--- config.mk ---
export PLATFORM = sky130hd
export DESIGN_NAME = kernel_mac_sequencer
export DESIGN_NICKNAME = d
export VERILOG_FILES = /design/src/rtl/kernel_mac_sequencer.sv
export SDC_FILE = /design/constraint.sdc
export NUM_CORES = 1
export LEC_CHECK = 0
export CAP_MARGIN = 30
export CORE_ASPECT_RATIO = 0.75
export CORE_MARGIN = 10
export CORE_UTILIZATION = 40
export DETAILED_ROUTE_END_ITERATION = 10
export PLACE_DENSITY_LB_ADDON = 0.25
export SLEW_MARGIN = 20
export SYNTH_ARGS = -nofsm -noshare
export SYNTH_HDL_FRONTEND = slang
export SYNTH_SLANG_ARGS = --single-unit
export TNS_END_PERCENT = 50
--- constraint.sdc ---
create_clock -name clk -period 2.5 [get_ports clk]
set_input_delay 0.625 -clock clk [delete_from_list [all_inputs] [get_ports clk]]
set_output_delay 0.625 -clock clk [all_outputs]
set_load 0.005 [all_outputs]
--- src/rtl/kernel_mac_sequencer.sv ---
// ---------------------------------------------------------------------------
// kernel_mac_sequencer
//
// Sequences one 3x3 convolution pixel through the register file's R12/R13/R14
// multiply-accumulate datapath: clear R14, then for each kernel row load the
// packed row into R12 and stream three pixels into R13, then read R14 back
// and present it on a valid/ready result port.
//
// Configuration macro: KERNEL_SATURATE_EN
//   defined   : the R14 value is clamped to 0 .. 2^(BITS/3)-1 before it is
//               stored to result_o.
//   undefined : result_o is the raw R14 value.
//
// Ports
//   clk, rst_n        clock, asynchronous active-low reset
//   start_i           start request, accepted only while idle
//   krow0_i..krow2_i  packed kernel rows (BITS/3-bit signed coefficients,
//                     MSB-first), sampled when start is accepted
//   busy_o            high whenever the sequencer is not idle
//   pix_data_i        pixel value
//   pix_valid_i       pixel valid
//   pix_ready_o       sequencer can accept a pixel (decoded from state only)
//   rf_addrs_rd_o     register file write address
//   rf_wrt_data_o     register file write data
//   rf_wrt_ena_o      register file write enable
//   rf_addrs_rn_o     register file read address, constant 14
//   rf_rn_data_i      register file read data (combinational)
//   result_o          convolution result, stable while result_valid_o is high
//   result_valid_o    result valid
//   result_ready_i    consumer accepts the result
// ---------------------------------------------------------------------------
module kernel_mac_sequencer #(
  parameter int BITS = 24
) (
  input  logic            clk,
  input  logic            rst_n,
  input  logic            start_i,
  input  logic [BITS-1:0] krow0_i,
  input  logic [BITS-1:0] krow1_i,
  input  logic [BITS-1:0] krow2_i,
  output logic            busy_o,
  input  logic [BITS-1:0] pix_data_i,
  input  logic            pix_valid_i,
  output logic            pix_ready_o,
  output logic [3:0]      rf_addrs_rd_o,
  output logic [BITS-1:0] rf_wrt_data_o,
  output logic            rf_wrt_ena_o,
  output logic [3:0]      rf_addrs_rn_o,
  input  logic [BITS-1:0] rf_rn_data_i,
  output logic [BITS-1:0] result_o,
  output logic            result_valid_o,
  input  logic            result_ready_i
);

  localparam int COEF = BITS / 3;

  localparam logic [3:0] ADDR_KROW = 4'd12;
  localparam logic [3:0] ADDR_PIX  = 4'd13;
  localparam logic [3:0] ADDR_ACC  = 4'd14;

  localparam logic [2:0] S_IDLE     = 3'd0;
  localparam logic [2:0] S_CLEAR    = 3'd1;
  localparam logic [2:0] S_LOAD_ROW = 3'd2;
  localparam logic [2:0] S_PIXEL    = 3'd3;
  localparam logic [2:0] S_DRAIN    = 3'd4;
  localparam logic [2:0] S_OUT      = 3'd5;

  logic [2:0]      state_q, state_d;
  logic [1:0]      row_cnt_q, row_cnt_d;
  logic [1:0]      col_cnt_q, col_cnt_d;
  logic [BITS-1:0] krow_q [3];
  logic [BITS-1:0] krow_d [3];
  logic [BITS-1:0] result_q, result_d;
  logic            result_valid_q, result_valid_d;
  logic [BITS-1:0] krow_sel;
  logic [BITS-1:0] drain_value;

  // Row currently being loaded into R12.
  always_comb begin
    case (row_cnt_q)
      2'd0:    krow_sel = krow_q[0];
      2'd1:    krow_sel = krow_q[1];
      default: krow_sel = krow_q[2];
    endcase
  end

  // Value captured from R14 in DRAIN.
`ifdef KERNEL_SATURATE_EN
  localparam logic [BITS-1:0] SAT_MAX = {{(BITS-COEF){1'b0}}, {COEF{1'b1}}};

  always_comb begin
    if (rf_rn_data_i[BITS-1]) begin
      drain_value = '0;
    end else if (rf_rn_data_i > SAT_MAX) begin
      drain_value = SAT_MAX;
    end else begin
      drain_value = rf_rn_data_i;
    end
  end
`else
  always_comb begin
    drain_value = rf_rn_data_i;
  end
`endif

  always_comb begin
    // NOTE: every signal assigned here gets a default first, so no path
    // through the case statement can leave one unassigned and infer a latch.
    state_d        = state_q;
    row_cnt_d      = row_cnt_q;
    col_cnt_d      = col_cnt_q;
    krow_d         = krow_q;
    result_d       = result_q;
    result_valid_d = result_valid_q;
    rf_addrs_rd_o  = 4'd0;
    rf_wrt_data_o  = '0;
    rf_wrt_ena_o   = 1'b0;

    case (state_q)
      S_IDLE: begin
        if (start_i) begin
          krow_d[0] = krow0_i;
          krow_d[1] = krow1_i;
          krow_d[2] = krow2_i;
          row_cnt_d = 2'd0;
          col_cnt_d = 2'd0;
          state_d   = S_CLEAR;
        end
      end

      S_CLEAR: begin
        rf_addrs_rd_o = ADDR_ACC;
        rf_wrt_ena_o  = 1'b1;
        state_d       = S_LOAD_ROW;
      end

      S_LOAD_ROW: begin
        rf_addrs_rd_o = ADDR_KROW;
        rf_wrt_data_o = krow_sel;
        rf_wrt_ena_o  = 1'b1;
        col_cnt_d     = 2'd0;
        state_d       = S_PIXEL;
      end

      S_PIXEL: begin
        // pix_ready_o is high throughout this state, so valid alone is the
        // handshake; a stall cycle leaves the write port idle.
        if (pix_valid_i) begin
          rf_addrs_rd_o = ADDR_PIX;
          rf_wrt_data_o = pix_data_i;
          rf_wrt_ena_o  = 1'b1;
          if (col_cnt_q == 2'd2) begin
            col_cnt_d = 2'd0;
            if (row_cnt_q == 2'd2) begin
              state_d = S_DRAIN;
            end else begin
              row_cnt_d = row_cnt_q + 2'd1;
              state_d   = S_LOAD_ROW;
            end
          end else begin
            col_cnt_d = col_cnt_q + 2'd1;
          end
        end
      end

      S_DRAIN: begin
        result_d       = drain_value;
        result_valid_d = 1'b1;
        state_d        = S_OUT;
      end

      S_OUT: begin
        // start_i is deliberately not looked at here.
        if (result_ready_i) begin
          result_valid_d = 1'b0;
          state_d        = S_IDLE;
        end
      end

      default: begin
        state_d = S_IDLE;
      end
    endcase
  end

  always_ff @(posedge clk or negedge rst_n) begin
    if (!rst_n) begin
      state_q        <= S_IDLE;
      row_cnt_q      <= 2'd0;
      col_cnt_q      <= 2'd0;
      result_q       <= '0;
      result_valid_q <= 1'b0;
      // NOTE: the kernel row store is three ordinary registers, not a RAM
      // macro, so it is cleared with the rest of the state.
      for (int i = 0; i < 3; i++) begin
        krow_q[i] <= '0;
      end
    end else begin
      // NOTE: non-blocking assignments so every register samples the values
      // from before this edge, independent of statement order.
      state_q        <= state_d;
      row_cnt_q      <= row_cnt_d;
      col_cnt_q      <= col_cnt_d;
      result_q       <= result_d;
      result_valid_q <= result_valid_d;
      krow_q         <= krow_d;
    end
  end

  assign busy_o         = (state_q != S_IDLE);
  assign pix_ready_o    = (state_q == S_PIXEL);
  assign rf_addrs_rn_o  = ADDR_ACC;
  assign result_o       = result_q;
  assign result_valid_o = result_valid_q;

endmodule
# == Yosys cells after proc, flatten, opt, wreduce, memory -nomap -nowiden ==
# Index checks and enable logic that the tools add are counted.
# totals
regBits,104
wordCells,58
output_inout_bits,60
inputBits,125
# op_classes
add_sub_neg,2
muxes,23
eq_ne,13
reduce_logical,12
# ops
op,count
24-bit case mux with 2 select lines,2
24-bit 2-to-1 mux,1
3-bit case mux with 6 select lines,1
3-bit 2-to-1 mux,5
2-bit 2-to-1 mux,6
4-bit case mux with 3 select lines,1
2-bit != test (second input constant),4
3-bit by 2-bit equality test with 1-bit output (second input constant),2
3-bit equality test (second input constant),2
2-bit case mux with 3 select lines,1
3-bit nonzero test,2
5-bit AND reduction,1
2-bit by 1-bit adder with 2-bit output (second input constant),2
2-bit equality test (second input constant),2
4-bit 2-to-1 mux,1
1-bit case mux with 2 select lines,2
2-bit case mux with 2 select lines,1
2-bit AND reduction,2
4-bit AND reduction,1
2-bit nonzero test,2
3-bit by 1-bit equality test with 1-bit output (second input constant),1
3-bit zero test,1
3-bit AND reduction,1
2-bit by 1-bit equality test with 1-bit output (second input constant),1
4 further kinds,5

# == Longest topological paths before layout ==
# Gate-level depths: netlist of the first run.
# logic_depth
ltp_word,5
mapped_depth,7
depth_no_buf,5

# == Worst setup path before layout of the first run ==
# OpenSTA, ideal clock, no wires.
# synth_timing
path_type,register -> output
startpoint,register row_cnt_q[0]
endpoint,output rf_wrt_data_o[0]
t_required_ns,1.875
arrival_time_ns,1.532
path_buffers,2
stages_incl_launch_ff,8
slack_ns,0.343
cell_sequence,dfrtp_1 > inv_1 > ha_1 > clkbuf_1 > nor2_1 > clkbuf_1 > a21oi_1 > o21ai_0
# synth_between
elab_chain_cells,3
word_cells_on_any_way,4
classes_between,eq/ne: 1; mux: 2; reduce/logical: 1
# synth_lines
element,line,text
"start, declared",69,"logic [1:0] row_cnt_q, row_cnt_d;"
"start signal, assigned",202,row_cnt_q <= row_cnt_d;
2-bit by 1-bit equality test with 1-bit output / 2-bit zero test (equally long branches),80,case (row_cnt_q)
24-bit case mux with 2 select lines *,80,
24-bit case mux with 2 select lines *,119,case (state_q)
"end, declared",46,"output logic [BITS-1:0] rf_wrt_data_o,"
# Mark *: on every way between the ends. The rest lies on a longest branch, timed or not.

# == Final worst setup path of the first run ==
# layout_timing
startpoint,register row_cnt_q[0]
endpoint,output rf_wrt_data_o[17]
# Same word-level chain as after synthesis.

==> flow_summary.ini, run 1 <==
[run_status]
outcome = completed

[worst_setup_path]
required_ps = 1880
start_kind = register
worst_setup_path_end_kind = primary output
r2r_start = state_q[2]
cp_data_arrival_time_ps = 1820
r2r_end = result_o[23]
rrSetupSlack_ps = 690
worstSetupPathType = register to primary output
reg2regPathDepth = 5
crit_fanout = 6

[drt]
viasPerCell = 5.01
vias = 3649
drt_iter0_drc = 140
dr.pass1.iters = 4
totalWireLength_um = 14200
wire_per_inst_um = 19.5
drc = 0
ant_nets = 0

[power_and_ir_drop]
power_mw = 6.96
powerDensity_nw_per_um2 = 958
worst_ir_drop_vdd_uv = 529
switchingPower_mw = 2.19
seqPwrFrac_pct = 36.2
p_comb_share_pct = 42.6
intPower_mw = 4.77
swShare_pct = 31.5
leakagePower_nw = 3.23
clockPowerShare_pct = 21.1

[clock_tree]
cts_inserted_buffers = 9
cts_sinks = 104
cts_tree = done
cts_root_buf = clkbuf_16
postCtsHoldBufs = 0
htree_levels = 3
path_clk_slew_ps = 70
clockBufferDepth = 2
clock_latency_ps = 340

[synthesis]
syn_inst = 371
ys_ff_latch = 104
yosysUniqueCellTypes = 31
yosysSeqAreaShare_pct = 55.1
yosysWarningCount = 0
synth_area_um2 = 4730
synthTopCellsByArea = dfrtp_1 55%, mux2_2 23%, a22o_1 4.6%, a21oi_1 2.6%, o21ai_0 2.4%
synth.top_cell.area_share_pct = 55.1
synth_top_area_cell = dfrtp_1
avgSynthCellArea_um2 = 12.7

[floorplan]
core.rowCount = 34
core_um2 = 11600
die_area_um2 = 16600
io-pin-count = 185
dieHeight_um = 114
die_x_um = 146
start_util_pct = 40.8

[cells_and_area]
finalNetCount = 691
n_antenna_cell = 0
drive_above_1_share_pct = 33.2
area_growth_pct = 53.8
stdcell_count = 729

[sta]
timing.final.crit_share_pct = 97.9
maxSlewHeadroom_pct = 61.2
finalSetupTns_ps = 0
finalHoldViolCount = 0
tightest_slew_ps = 582
max_freq_mhz = 409
setup_violations = 0
finClkSkew_ps = 7.37
rsz0062_at_grt = yes
period_needed_ps = 2450
drv_slew = 0
whs_ps = 308

[placement]
routabilityCongestion = 0.761
dp.cells = 700
port-buffer-count = 180
hpwl_um = 10000

[worst_hold_path]
hold_class = input pin to async pin

[global_routing]
grt_overflow = 0
grt_pass1_wl_um = 22300
grt_start_max_net_pins = 105
grt_pass1_vias = 4036
antenna_found_initial = 0
grt_util_all_layers_pct = 16.7

[run]
cap_viol_max_count = 0
## power by group through the flow
stage / combinational (mW) / clock (mW) / sequential [mW]
after detailed placement: 2.47 / 0 / 2.52
after CTS: 2.75 / 1.51 / 2.50
final: 2.97 / 1.47 / 2.52
after global routing: 3.21 / 1.58 / 2.59
after floorplan: 1.31 / 0 / 2.43
after global placement: 2.42 / 0 / 2.48
## metal layers
layer / global-route usage [%] / vias up / wire [µm]
li1: - / 1716 / -
met3: 6.60 / 8 / 979
met5: 0 / - / 0
met2: 27.1 / 108 / 6830
met4: 3.23 / 0 / 116
met1: 20.7 / 1817 / 6260
## through the flow
| step | worst slack, ps | cell area [µm²] | utilization (%) |
|---|---|---|---|
| after floorplan | 343 | 4730 | - |
| after global placement | -399 | 6770 | 58.5 |
| after detailed placement | -431 | 6770 | 58.5 |
| after CTS | 1.41 | 7240 | 62.5 |
| after global routing | -78.3 | 7270 | 62.8 |
| final | 52.5 | 7270 | 62.8 |
## cells in the mapped netlist
cell / instances
a211oi_1: 1
buf_4: 12
and4b_1: 1
and3b_1: 2
o21bai_1: 2
o21ai_1: 1
a21o_1: 3
buf_6: 2
nand2_1: 27
buf_2: 8
nor2_1: 5
nand3b_1: 1
and2_1: 1
a41oi_1: 1
nor2b_1: 2
o21ai_0: 23
ha_1: 3
nand2b_1: 1
nor4b_2: 1
or3b_1: 1
nor3b_1: 2
or3_1: 3
mux2_1: 2
conb_1: 2
a22o_1: 25
dfrtp_1: 104
clkbuf_1: 10
a32o_1: 1
mux2_2: 97
inv_1: 2
a21oi_1: 25
## flip-flops by register name, summed over array words and instances, names as in the netlist
signal and count:
result_o 24, result_valid_o 1, row_cnt_q 2, col_cnt_q 2, state_q 3, krow_q 72
## placed cells by master, fill, tap and decap left out, types with 2 or more instances in the layout
cell and instances:
clkdlybuf4s50_1 150, dfrtp_1 104, mux2_2 97, nand2_1 27
a22o_1 25, buf_4 18, o21ai_1 17, buf_2 15
a21oi_1 14, clkbuf_16 12, clkbuf_2 9, buf_12 8
a21oi_2 7, o21ai_0 7, a21oi_4 4, nor2_1 4
conb_1 4, a21o_1 3, buf_6 3, inv_2 2
nor3b_1 2, or3_1 2, and3b_1 2, mux2_1 2
o21bai_1 2, ha_4 2, bufinv_16 2, dlygate4sd2_1 2
clkdlybuf4s15_1 2
## worst max path at each step
stage            startpoint  cells after the start           endpoint  slack, ps
2_1_floorplan  row_cnt_q[0]                      7   rf_wrt_data_o[0]        340
5_1_grt        row_cnt_q[0]                      7  rf_wrt_data_o[17]        -80
3_5_place_dp    pix_valid_i                      5   rf_addrs_rd_o[3]       -430
3_3_place_gp    pix_valid_i                      5   rf_addrs_rd_o[3]       -400
4_1_cts          state_q[0]                      4  rf_wrt_data_o[15]          1
6_report       row_cnt_q[0]                      7  rf_wrt_data_o[17]         50
## kinds of logic after synthesis
| family | count (synthesis) | synth area share (%) |
|---|---|---|
| adder cells (fa/ha/maj) | 3 | 0.794 |
| multiplexers | 99 | 23.6 |
| other | 2 | 0.159 |
| AO/OA/AOI/OAI | 82 | 11.2 |
| AND/OR/NAND/NOR | 47 | 5.03 |
| buffers and inverters | 34 | 4.18 |
| flip-flops | 104 | 55.1 |
## worst max-delay path: stages, from the launching register on
cell and delay, ps:
dfrtp_1 410, inv_2 70, ha_4 190, nor2_4 220
buf_12 170, a21oi_1 70, o21ai_0 130, clkdlybuf4s15_1 230
## final cells by class
class	count	area (µm²)
Inverter	2	7.51
Timing Repair Buffer	211	2090
Multi-Input combinational cell	235	2050
Tap cell	162	203
Sequential cell	104	2600
Clock inverter	5	81.3
Clock buffer	10	229
Fill cell	943	4300
## repair_timing
item,CTS,global route
endpoints found under the setup margin,28,25
gates cloned,2,3
pin swaps,2,15
hold endpoints to repair,0,0
setup buffers,7,2
gates resized for setup,63,79
Note: power is estimated with default switching activity, not from simulation.
==> run 2: changes to the inputs <==
==> constraint.sdc (replaced) <==
create_clock -name clk -period 2.5 [get_ports clk]
set_input_delay 0.625 -clock clk [delete_from_list [all_inputs] [get_ports clk]]
set_output_delay 0.625 -clock clk [all_outputs]
set_load 0.1 [all_outputs]
==> flow_summary.ini, run 2 (synthesis gave the netlist of run 1 again) <==
[run_status]
outcome = completed

[worst_setup_path]
cp_num_buf_inv = 2
required_ps = 1880
crit_fanout = 12
slowest_stage = or3b_4
worst_setup_path_end_kind = primary output
cpPeakStageDelay_ps = 460
crit_family = simple AND/OR/NAND/NOR gates
worstSetupPathType = register to primary output
cp_data_arrival_time_ps = 1870
start_kind = register
path_cells = or3b_4, clkbuf_16, o21ai_2, buf_12

[global_routing]
grt_pass1_vias = 3970
grt_overflow = 0
grt_start_max_net_pins = 75
grt_util_all_layers_pct = 16.4
antenna_found_initial = 0
grt_pass1_wl_um = 21900

[placement]
port-buffer-count = 180
routabilityCongestion = 0.832
dp.cells = 702
hpwl_um = 10300
post_dp_cell_area_um2 = 7230

[cells_and_area]
finalNetCount = 685
regArea_um2 = 2610
final_cell_mix = 122 x clkdlybuf4s50_1, 101 x dfrtp_1, 97 x mux2_2
stdcell_area_um2 = 7810
final_common_cell = clkdlybuf4s50_1
drive_above_1_share_pct = 45.9
n_antenna_cell = 0
multi_input_area_um2 = 2350
stdcell_count = 724
largest_register_ff_count = 72
fillCellCount = 834
top_register = krow_q
area_growth_pct = 65.3

[sta]
timing.final.crit_share_pct = 99.7
finalHoldViolCount = 0
period_needed_ps = 2490
rsz0062_at_grt = yes
tightest_slew_ps = 548
drv_slew = 0
setup_violations = 0
max_freq_mhz = 401
maxSlewHeadroom_pct = 63.5
finClkSkew_ps = 4.89

[power_and_ir_drop]
powerDensity_nw_per_um2 = 1190
leakagePower_nw = 3.43
power_mw = 9.26
worst_ir_drop_vdd_uv = 841

[run]
cap_viol_max_count = 0

[floorplan]
core.rowCount = 34
die_area_um2 = 16600
start_util_pct = 40.8
core_um2 = 11600
die_x_um = 146
dieHeight_um = 114
io-pin-count = 185

[clock_tree]
htree_levels = 3
postCtsHoldBufs = 0
clockBufferDepth = 2
cts_sinks = 104
cts_inserted_buffers = 9
clock_latency_ps = 340
cts_tree = done
path_clk_slew_ps = 70
cts_root_buf = clkbuf_16

[drt]
totalWireLength_um = 13800
drt_iter0_drc = 147
drc = 0
wire_per_inst_um = 19.1
dr.pass1.iters = 6
viasPerCell = 4.97
ant_nets = 0
vias = 3601

[worst_hold_path]
hold_class = input pin to async pin
[run 2: cell count changes in the layout (fill, tap and decap cells not counted), sizes merged]
cell           change
buf               +36
clkbuf            -11
clkdlybuf4s15      -2
clkdlybuf4s50     -28
clkinv             +2
dlygate4sd2        -1
inv                -1
[run 2: path summary, 6_finish.rpt]
check                               startpoint                end  slack, ps  cells past startpoint
worst max register to register      state_q[0]         krow_q[40]        600                      4
worst min register to register  result_valid_o     result_valid_o        490                      1
min in group clk                result_valid_o     result_valid_o        490                      1
worst max-delay path                state_q[0]  rf_wrt_data_o[22]          8                      4
worst min-delay path                     rst_n        result_o[8]        270                      1
max in group asynchronous                rst_n         state_q[1]       1440                      2
[run 2: timing repair]
item / in CTS / in global routing
endpoints found under the setup margin: 28 / 24
endpoints found under the hold margin: 0 / 0
gates cloned: 0 / 2
pin swaps: 0 / 3
resized for setup: 24 / 28
buffers inserted: 0 / 4
[run 2: stage by stage]
| stage | setup TNS [ps] | hold slack, ps | setup WS (ps) | util, % |
|---|---|---|---|---|
| floorplan | -404 | 329 | -249 | - |
| global placement | -3670 | 467 | -183 | 62.5 |
| detailed placement | -4320 | 476 | -226 | 62.5 |
| CTS | -622 | 278 | -55.5 | 66.0 |
| global route | -882 | 292 | -62.0 | 67.5 |
| finish | 0 | 267 | 8.46 | 67.5 |
[run 2: power by group]
part	internal, mW	switching [mW]
clock network	0.900	0.607
registers	2.21	0.319
logic	2.17	3.06
total	5.28	3.98
[run 2: routing by layer]
| layer | wire, µm | global-route usage [%] |
|---|---|---|
| met4 | 82 | 3.23 |
| met1 | 6220 | 20.3 |
| met2 | 6600 | 26.9 |
| met3 | 933 | 6.32 |
| met5 | 0 | 0 |
[run 2: cell type report]
class	instances	area share, %
clock buffers	10	3.06
clock inverters	6	1.06
inverters	2	0.0961
multi-input cells	235	30.1
flip-flops and latches	104	33.4
well taps	162	2.59
repair buffers	205	29.7
==> run 3: changes to the inputs <==
--- a/config.mk
+++ b/config.mk
@@ -8,9 +8,10 @@
 export CAP_MARGIN = 30
 export CORE_ASPECT_RATIO = 0.75
 export CORE_MARGIN = 10
-export CORE_UTILIZATION = 40
+export CORE_UTILIZATION = 44
 export DETAILED_ROUTE_END_ITERATION = 10
 export PLACE_DENSITY_LB_ADDON = 0.25
+export REMOVE_ABC_BUFFERS = 1
 export SLEW_MARGIN = 20
 export SYNTH_ARGS = -nofsm -noshare
 export SYNTH_HDL_FRONTEND = slang
==> constraint.sdc (replaced) <==
create_clock -name clk -period 2.5 [get_ports clk]
set_input_delay 0.625 -clock clk [delete_from_list [all_inputs] [get_ports clk]]
set_output_delay 0.625 -clock clk [all_outputs]
set_load 0.05 [all_outputs]
==> flow_summary.ini, run 3 (synthesis gave the netlist of run 1 again) <==
[run_status]
outcome = completed

[cells_and_area]
final_util_pct = 74.5
fillCellCount = 688
n_antenna_cell = 0
multi_input_area_um2 = 2090
drive_above_1_share_pct = 39.0
final_common_cell = clkdlybuf4s50_1
area_growth_pct = 63.4
regArea_um2 = 2610
final_cell_mix = 147 x clkdlybuf4s50_1, 101 x dfrtp_1, 97 x mux2_2
largest_register_ff_count = 72
finalNetCount = 697
top_register = krow_q
stdcell_count = 710

[clock_tree]
cts_root_buf = clkbuf_16
htree_levels = 3
cts_tree = done
clockBufferDepth = 2
path_clk_slew_ps = 70
clock_latency_ps = 340
cts_inserted_buffers = 9
cts_sinks = 104

[sta]
finalHoldViolCount = 0
finClkSkew_ps = 4.50
setup_violations = 0
tightest_slew_ps = 732
drv_slew = 0
rsz0062_at_grt = yes
period_needed_ps = 2470
maxSlewHeadroom_pct = 51.2
timing.final.crit_share_pct = 98.8
max_freq_mhz = 405
whs_ps = 344

[power_and_ir_drop]
swShare_pct = 36.6
power_mw = 8.26
seqPwrFrac_pct = 30.2
powerDensity_nw_per_um2 = 1070
p_comb_share_pct = 51.5
worst_ir_drop_vdd_uv = 619
intPower_mw = 5.24
switchingPower_mw = 3.02
clockPowerShare_pct = 18.3
leakagePower_nw = 3.40

[placement]
hpwl_um = 10100
routabilityCongestion = 0.820
port-buffer-count = 180
dp.cells = 674

[worst_setup_path]
start_kind = register
r2r_end = krow_q[28]
cpPeakStageDelay_ps = 410
reg2regPathDepth = 5
rrSetupSlack_ps = 490
slowest_stage = dfrtp_1
critPathLaunch = row_cnt_q[0]
crit_fanout = 7
crit_family = buffers and inverters
required_ps = 1880
path_cells = inv_2, ha_4, nor2_4, buf_6, a21oi_1, o21ai_2, clkbuf_16
crit_cells = 7
worst_setup_path_end_kind = primary output
crit_end = rf_wrt_data_o[20]
r2r_start = state_q[0]
cp_data_arrival_time_ps = 1840
cp_num_buf_inv = 3
worstSetupPathType = register to primary output

[global_routing]
grt_overflow = 0
grt_pass1_vias = 3997
grt_start_max_net_pins = 75
antenna_found_initial = 0
grt_util_all_layers_pct = 18.5
grt_pass1_wl_um = 22500

[floorplan]
start_util_pct = 45.6
die_area_um2 = 15300
core.rowCount = 32
io-pin-count = 185
dieHeight_um = 110
core_um2 = 10400
die_x_um = 140

[run]
cap_viol_max_count = 0

[drt]
totalWireLength_um = 14800
wire_per_inst_um = 20.9
vias = 3756
ant_nets = 0
drc = 0
dr.pass1.iters = 4
viasPerCell = 5.29
drt_iter0_drc = 166

[worst_hold_path]
hold_class = input pin to async pin
-- run 3: per-layer routing --
metal	routed length [µm]	track usage [%]
met2	7040	29.5
met3	1270	6.94
met5	0	0
met1	6360	23.6
met4	165	4.71
-- run 3: cell type report --
cell class	instances	area share [%]
clock inverters	5	1.04
inverters	2	0.0972
well taps	136	2.20
clock buffers	11	3.14
multi-input cells	235	27.1
flip-flops and latches	104	33.8
repair buffers	217	32.6
-- run 3: worst register-to-register path: cells and delay by family (launching register included) --
| kind | cells | cell delay, ps |
|---|---|---|
| simple gates | 1 | 320 |
| flops | 1 | 430 |
| buf+inv | 3 | 650 |
| mux | 1 | 490 |
-- run 3: worst min path at each step --
stage | start | slack, ps | end
CTS | rst_n | 370 | result_o[21]
detailed placement | result_o[22] | 480 | result_o[22]
global placement | result_valid_o | 460 | result_valid_o
floorplan | rst_n | 330 | col_cnt_q[0]
global route | rst_n | 400 | result_o[21]
finish | rst_n | 340 | result_o[21]
-- run 3: power by group through the flow --
stage / Sequential, mW / Clock [mW] / Combinational, mW
after floorplan: 2.47 / 0 / 1.89
after global placement: 2.49 / 0 / 3.43
after detailed placement: 2.52 / 0 / 3.49
after CTS: 2.49 / 1.54 / 4.12
after global routing: 2.57 / 1.60 / 4.48
final: 2.50 / 1.51 / 4.25
-- run 3: metrics by stage --
| step | setup WS [ps] | setup TNS [ps] | area, µm² |
|---|---|---|---|
| 6_report | 31.2 | 0 | 7720 |
| 5_1_grt | -52.5 | -303 | 7720 |
| 4_1_cts | 0.0475 | 0 | 7630 |
| 3_5_place_dp | -234 | -5260 | 6970 |
| 3_3_place_gp | -178 | -4060 | 6970 |
| 2_1_floorplan | -2840 | -235810 | 4540 |
-- run 3: repair_timing --
action	CTS	global route
pin swaps	2	5
endpoints found under the setup margin	28	28
gates resized for setup	70	25
gates cloned	4	0
setup buffers	12	4
hold buffers	0	0
